`src/rtl/psdsqrt.sv`:
```
//==============================================================================
// Module      : psdsqrt
// Description : Sequential unsigned integer square root. Computes
//               round(sqrt(xin)) using DECIMAL guard fractional bits and
//               round-half-to-even on those bits. One root bit per clock
//               (restoring digit-by-digit). A start pulse launches the
//               computation and a stop pulse loads the rounded result into
//               the sqrt output register.
//               Optional macro PSDSQRT_SAT_EN: saturate the result to all
//               ones when rounding overflows NBITS/2 bits (otherwise wraps).
// Revision    : 1.0 - initial release
//==============================================================================
`default_nettype none

module psdsqrt #(
    parameter int NBITS   = 32,
    parameter int DECIMAL = 4
) (
    input  logic               clock,
    input  logic               reset,
    input  logic               start,
    input  logic               stop,
    input  logic [NBITS-1:0]   xin,
    output logic [NBITS/2-1:0] sqrt
);

    localparam int NBITS_INT = NBITS + 2 * DECIMAL;
    localparam int ITER      = NBITS_INT / 2;
    localparam int HALF      = NBITS / 2;
    localparam int CW        = $clog2(ITER + 1);
    localparam int RW        = ITER + 2;

    // Working registers
    logic [NBITS_INT-1:0] radicand;
    logic [RW-1:0]        rem;
    logic [ITER-1:0]      root;
    logic [CW-1:0]        count;
    logic                 busy;

    // Iteration datapath
    logic [RW-1:0]        rem_shift;
    logic [RW-1:0]        trial;
    logic [RW-1:0]        rem_next;
    logic [ITER-1:0]      root_next;

    // Rounding datapath
    logic [DECIMAL-1:0]   frac;
    logic [DECIMAL-1:0]   half_lsb;
    logic [HALF-1:0]      quot;
    logic                 round_up;
    logic [HALF-1:0]      rounded;

    // One restoring step: bring in the next radicand bit pair and try to
    // subtract (4*root + 1). The remainder never exceeds 2*root, so dropping
    // its top two bits on the shift loses nothing.
    always_comb begin
        rem_shift = {rem[RW-3:0], radicand[NBITS_INT-1 -: 2]};
        trial     = {root, 2'b01};
        rem_next  = rem_shift;
        root_next = {root[ITER-2:0], 1'b0};
        if (rem_shift >= trial) begin
            rem_next  = rem_shift - trial;
            root_next = {root[ITER-2:0], 1'b1};
        end
    end

    // Round-half-to-even on the DECIMAL guard bits of the current root
    always_comb begin
        frac     = root[DECIMAL-1:0];
        half_lsb = DECIMAL'(1) << (DECIMAL - 1);
        quot     = root[ITER-1:DECIMAL];
        round_up = (frac > half_lsb) || ((frac == half_lsb) && root[DECIMAL]);
`ifdef PSDSQRT_SAT_EN
        // Overflow only occurs when quot is all ones and rounds up
        if (round_up && (&quot)) begin
            rounded = {HALF{1'b1}};
        end else begin
            rounded = quot + HALF'(round_up);
        end
`else
        rounded  = quot + HALF'(round_up);
`endif
    end

    // Computation control: start (re)loads the radicand, busy iterates
    always_ff @(posedge clock or posedge reset) begin
        if (reset) begin
            radicand <= '0;
            rem      <= '0;
            root     <= '0;
            count    <= '0;
            busy     <= 1'b0;
        end else if (start) begin
            radicand <= {xin, {(2 * DECIMAL){1'b0}}};
            rem      <= '0;
            root     <= '0;
            count    <= '0;
            busy     <= 1'b1;
        end else if (busy) begin
            radicand <= {radicand[NBITS_INT-3:0], 2'b00};
            rem      <= rem_next;
            root     <= root_next;
            count    <= count + CW'(1);
            if (count == CW'(ITER - 1)) begin
                busy <= 1'b0;
            end
        end
    end

    // Output register: loaded from the current (pre-start) root on stop
    always_ff @(posedge clock or posedge reset) begin
        if (reset) begin
            sqrt <= '0;
        end else if (stop) begin
            sqrt <= rounded;
        end
    end

endmodule

`default_nettype wire

```
`config.mk`:
```
export PLATFORM = sky130hd
export DESIGN_NAME = psdsqrt
export DESIGN_NICKNAME = d
export VERILOG_FILES = /design/src/rtl/psdsqrt.sv
export SDC_FILE = /design/constraint.sdc
export NUM_CORES = 1
export LEC_CHECK = 0
export CAP_MARGIN = 20
export CORE_ASPECT_RATIO = 0.8
export CORE_MARGIN = 5
export CORE_UTILIZATION = 60
export CTS_CLUSTER_DIAMETER = 50
export DETAILED_ROUTE_END_ITERATION = 8
export HOLD_SLACK_MARGIN = 0.06
export PLACE_DENSITY_LB_ADDON = 0.12
export REMOVE_ABC_BUFFERS = 1
export SLEW_MARGIN = 20
export SYNTH_ARGS = -nofsm -noshare
export SYNTH_HDL_FRONTEND = slang
export SYNTH_SLANG_ARGS = --single-unit
```
`constraint.sdc`:
```
create_clock -name clock -period 7.53 [get_ports clock]
set_input_delay 1.1295 -clock clock [delete_from_list [all_inputs] [get_ports clock]]
set_output_delay 1.1295 -clock clock [all_outputs]
set_load 0.01 [all_outputs]
```
==> run metrics, run 1 <==
status completed; clk_lat worst skew 0.34 ns; crit share post-route 43.5%; sum of negative setup slack 0 ns; Ports 52; CTS resizes 0; CTS buffer count 9; antenna violations before repair 0; Tmin final 3.27 ns; CTS tree done; die area 11400 um^2; Final Max Slew Viols 0; Syn Inst Count 617; Hold WS 0.524 ns; Max Fanout on Critical Path 18; area occupied by multi-input gates 2990 um^2; EDFF count, synth 0; layout cells sized above 1 5.10%; via/cell ratio 5.98; worst-margin pin slew 1.02 ns; Slew HR 31.9%; Syn. warnings 0; CTS Sinks 94; mapped cell area 5630 um^2; worst vdd ir 256 uV; vias in the first global route 4296; total of max-cap violations 0; simple logic cell fraction of the synthesized area 15.9%; Syn Area/Cell 9.13 um^2; hpwl dp 8780 um; grt ovf 0; Starting Density 61.8%; #FFs+latches synth 94; buffer count from post-CTS setup fixing 0; core area 9110 um^2; power density cells 321 nW/um^2; worst setup path startpoint root[7]; Nets 703; largest family of logic cells by synthesized area compound AO/OA/AOI/OAI gates; Synth Area in Compound Gates 17.3%; Layout area overhead 14.3%; DR WL/cell 16.5 um; Iteration-0 DRC Markers 381; Finish-stage setup viols 0; Critical Path AT 3.47 ns; Setup crit end rem[7]; cells on worst reg2reg path 9; Root Buffer clkbuf_16; r2r endpoint rem[7]; # diodes 0; # rows 31; Req. time, crit path 7.73 ns; register area 2360 um^2; Clock Skews 0.00659 ns; unrepaired setup endpoints after global routing no; reg2reg start root[7]; Clock Tree Buf Depth 2; ys async rst share 100%; antenna-violating nets left 0; IO Port Bufs 51; largest net degree at the start of global routing 117; CP Class reg2reg; all-layer global routing usage 21.7%; first-pass GRT wire length 21100 um; post-synthesis sequential area ratio 41.7%; Yosys cell types 52; R2R Setup Slk 4.26 ns; leak pwr 3.04 nW; Max H-tree Level 3; worst hold path class reg2reg; Main synth FF type dfrtp_1; DRT Pass-1 Iters 5; CTS clk-pin slew, worst paths 0.07 ns; fillcell total 702; Fmax achieved 0.306 GHz; xor-xnor portion of the synthesized cell area 5.13%; Die H 96.7 um; post-synthesis mux area share 9.28%; routability-driven placement congestion ratio 0.913; via count 4555; adder-cell share of the synthesized area 5.55%; Startpoint Class register; # DRC 0; crit path capture type register; Die W 118 um; final WL 12600 um; CTS hold repair buffers 0; Hold Fails Final Rpt 0
[per-layer routing]
metal | vias to the layer above | GRT usage [%] | part of all wire, %
met2 | 128 | 33.2 | 46
met3 | 12 | 5.54 | 5.9
met5 | - | 0 | 0
met1 | 2163 | 31.6 | 47
met4 | 0 | 3.62 | 0.80
li1 | 2252 | - | -
[layout by cell type (no fill, tap or decap), drive strengths merged, types with 3 or more instances in the layout]
cell,netlist,routed
nor4,5,5
o21bai,5,5
xor2,7,7
ha,25,25
nand2b,7,7
o21a,5,5
nand4,15,15
or3,4,4
dfrtp,94,94
nand3b,3,3
nand2,50,50
o211ai,9,9
nand3,26,26
nor2,74,74
o21ai,56,56
clkdlybuf4s50,0,50
inv,26,26
buf,11,6
a211oi,7,7
a21oi,26,26
xnor2,26,26
clkinv,1,5
a311oi,15,15
a21o,4,4
clkbuf,31,9
mux2i,50,50
nor3,6,6
[logic make-up after synthesis]
family,count (synthesis)
and+or+nand+nor,197
AOI/OAI and AO/OA,147
DFF,94
buffers and inverters,69
muxes,52
xor gates and xnor gates,33
adders and majority gates,25
[final cells by class]
cell class	instances	share of cell area, %
multi-input combinational	454	46.4
clock buffer	9	3.50
sequential	94	36.6
timing repair buffer	56	8.53
tap	115	2.23
clock inverter	7	1.13
inverter	27	1.59
[worst max-delay path, stage by stage (launching register included)]
cell,delay [ns]
dfrtp_1,0.45
inv_1,0.07
ha_1,0.39
a21oi_1,0.27
o21a_1,0.20
nand4_1,0.12
a21oi_1,0.36
a221o_1,0.68
a211oi_1,0.15
a2111oi_0,0.43
[flip-flops by register name, indices dropped and copies added (netlist names)]
name	count
sqrt	16
rem	20
busy	1
count	5
root	20
radicand	32
[power breakdown]
part	internal [mW]	switching, mW
Combinational	0.413	0.585
Sequential	0.570	0.0499
Clock	0.258	0.195
Total	1.24	0.829
[metrics by stage]
stage	worst slack, ns	power, mW	util [%]	cell area, um^2	instances
3_3_place_gp	4.49	1.58	67.4	6140	746
4_1_cts	4.26	2.06	70.6	6440	762
2_1_floorplan	3.41	1.35	-	5450	575
3_5_place_dp	4.31	1.60	67.4	6140	746
6_report	4.26	2.07	70.7	6440	762
5_1_grt	4.03	2.21	70.7	6440	762
[synthesized netlist by cell type (3+ instances only)]
cell / count / share of area [%]
a211oi_1: 7 / 0.93
a21o_1: 4 / 0.53
a21oi_1: 26 / 2.3
a311oi_1: 13 / 2.0
buf_2: 7 / 0.62
buf_6: 3 / 0.60
clkbuf_1: 31 / 2.1
dfrtp_1: 94 / 42
ha_1: 25 / 5.6
inv_1: 26 / 1.7
mux2i_1: 50 / 8.9
nand2_1: 50 / 3.3
nand2b_1: 7 / 0.78
nand3_1: 26 / 2.3
nand3b_1: 3 / 0.40
nand4_1: 14 / 1.6
nor2_1: 74 / 4.9
nor3_1: 6 / 0.53
nor4_1: 5 / 0.56
o211ai_1: 7 / 0.93
o21a_1: 5 / 0.67
o21ai_0: 44 / 3.9
o21ai_1: 12 / 1.1
o21bai_1: 5 / 0.67
or3_1: 4 / 0.44
xnor2_1: 26 / 4.0
xor2_1: 7 / 1.1
[worst min path at each step]
stage,start,end,slack (ns),depth (start not counted)
after floorplan,rem[18],rem[18],0.47,2
after global placement,sqrt[1],sqrt[1],0.50,1
after detailed placement,sqrt[10],sqrt[10],0.51,2
after CTS,sqrt[10],sqrt[10],0.53,2
after global routing,sqrt[10],sqrt[10],0.55,2
final,sqrt[10],sqrt[10],0.52,2
No activity file was read; power rests on OpenSTA's default activity.
==> run 2: changes to the inputs <==
--- a/config.mk
+++ b/config.mk
@@ -8,7 +8,7 @@
 export CAP_MARGIN = 20
 export CORE_ASPECT_RATIO = 0.8
 export CORE_MARGIN = 5
-export CORE_UTILIZATION = 60
+export CORE_UTILIZATION = 53
 export CTS_CLUSTER_DIAMETER = 50
 export DETAILED_ROUTE_END_ITERATION = 8
 export HOLD_SLACK_MARGIN = 0.06
==> constraint.sdc (replaced) <==
create_clock -name clock -period 3 [get_ports clock]
set_input_delay 0.45 -clock clock [delete_from_list [all_inputs] [get_ports clock]]
set_output_delay 0.45 -clock clock [all_outputs]
set_load 0.01 [all_outputs]
==> run metrics, run 2 (synthesis results as in run 1) <==
antenna violations before repair 0 (unchanged); Hold WS 0.379 ns (-0.144 ns); Placement Setup Slack 0.0451 ns (-4.26 ns); core area 10300 um^2 (+13%); routability-driven placement congestion ratio 0.864 (-5.3%); via count 4579 (+0.53%); largest net degree at the start of global routing 117 (unchanged); DR WL/cell 16.2 um (-2.2%); all-layer global routing usage 20.8% (-0.86 points); Fmax achieved 0.352 GHz (+15%); unrepaired setup endpoints after global routing yes; # DRC 0 (unchanged); CTS hold repair buffers 0 (unchanged); commonest non-fill, non-tap cells in the layout dfrtp_1 (92), nor2_1 (74), mux2i_1 (50), nand2_1 (50), clkdlybuf4s50_1 (50); Buf/Inv on CP 2 (+1); Top delay family on crit path compound AO/OA/AOI/OAI gates; CP max stage cell a2111oi_1; Startpoint Class register; leak pwr 3.11 nW (+2.5%); Tmin final 2.84 ns (-0.431 ns); Hold Fails Final Rpt 0 (unchanged); grt ovf 0 (unchanged); IO Port Bufs 51 (unchanged); worst-margin pin slew 1.06 ns (+0.0356 ns); worst vdd ir 366 uV (+43%); Slew HR 29.6% (-2.4 points); antenna-violating nets left 0 (unchanged); crit path capture type register; Clock Skews 0.00966 ns (+0.00307 ns); Largest register FFs 32 (unchanged); Starting Density 54.6% (-7.2 points); first-pass GRT wire length 21900 um (+3.3%); vias in the first global route 4512 (+5.0%); Max Fanout on Critical Path 21 (+3); DRT Pass-1 Iters 5 (unchanged); worst hold path class in2async; final WL 13000 um (+2.9%); Ports 52 (unchanged); fillcell total 884 (+26%); # rows 33 (+6.5%); registers with the most flip-flops radicand (32), rem (20), root (20); worst setup margin 0.158 ns (-4.10 ns); commonest non-fill, non-tap cell in the layout dfrtp_1; die area 12800 um^2 (+12%); Die H 102 um (+5.7%); hpwl dp 9320 um (+6.1%); Finish-stage setup viols 0 (unchanged); total of max-cap violations 0 (unchanged); buffer count from post-CTS setup fixing 0 (unchanged); Iteration-0 DRC Markers 372 (-2.4%); layout cells sized above 1 7.70% (+2.6 points); Final Max Slew Viols 0 (unchanged); status completed; CP peak stage delay 0.42 ns (-0.26 ns); CTS Sinks 94 (unchanged); Top reg by flops radicand; Layout area overhead 17.7%; # diodes 0 (unchanged); CTS buffer count 9 (unchanged); sum of negative setup slack 0 ns (unchanged); CP Cell Sequence inv_1, ha_4, nand4_2, or3_1, o31a_1, a221oi_2, buf_12, nor4_1, a2111oi_1; crit share post-route 94.7% (+51 points); Req. time, crit path 3.21 ns (-4.52 ns); CTS tree done; CP Class reg2reg; via/cell ratio 5.71 (-4.5%); Clock Tree Buf Depth 2 (unchanged); power density cells 817 nW/um^2 (+150%); Die W 125 um (+5.9%); Max H-tree Level 3 (unchanged); CTS clk-pin slew, worst paths 0.07 ns (about the same); Critical Path AT 3.05 ns (-0.42 ns); Nets 718 (+2.1%); clk_lat worst skew 0.34 ns (about the same); Root Buffer clkbuf_16
-- run 2: worst reg2reg max path, delay by kind of cell, from the launching register on --
family,cells,cell delay (ns)
adder cells (fa/ha/maj),1,0.33
buffers and inverters,2,0.34
AND/OR/NAND/NOR,3,0.65
flip-flops,1,0.39
AO/OA/AOI/OAI,3,1.00
-- run 2: where the power goes --
part / total, mW / internal, mW / switching (mW)
logic: 2.71 / 1.18 / 1.54
clock network: 1.15 / 0.652 / 0.494
registers: 1.56 / 1.43 / 0.130
total: 5.42 / 3.26 / 2.16
-- run 2: final cells by class --
type,instances,area (um^2),area share (%)
Inverter,27,103,1.55
Clock inverter,6,71.3,1.08
Multi-Input combinational cell,454,3010,45.4
Clock buffer,10,229,3.45
Tap cell,140,175,2.64
Timing Repair Buffer,71,683,10.3
Sequential cell,94,2360,35.5
-- run 2: path summary, 6_finish.rpt --
kind                          start            to  slack, ns  cells past startpoint
max in group asynchronous     reset      sqrt[15]       2.01                      3
max reg2reg                root[15]        rem[7]       0.16                      9
min reg2reg                sqrt[11]      sqrt[11]       0.53                      2
max                        root[15]        rem[7]       0.16                      9
min                           reset  radicand[16]       0.38                      2
min in group clock         sqrt[11]      sqrt[11]       0.53                      2
-- run 2: layer usage --
metal,routed length [um],share of wire [%],global-route usage [%]
met1,6180,48,29.2
met2,5970,46,33.2
met3,706,5.4,5.38
met4,113,0.87,4.33
met5,0,0,0
-- run 2: stage by stage --
stage,cell area (um^2),power [mW],util (%),instances
after floorplan,5450,3.39,-,575
after global placement,6310,4.16,61.1,786
after detailed placement,6310,4.23,61.1,786
after CTS,6610,5.39,64.0,802
after global routing,6630,5.79,64.3,802
final,6630,5.42,64.3,802
-- run 2: what timing repair did --
action | 4_1_cts | 5_1_grt
endpoints found under the setup margin | 0 | 14
gates resized for setup | 0 | 6
endpoints found under the hold margin | 0 | 0
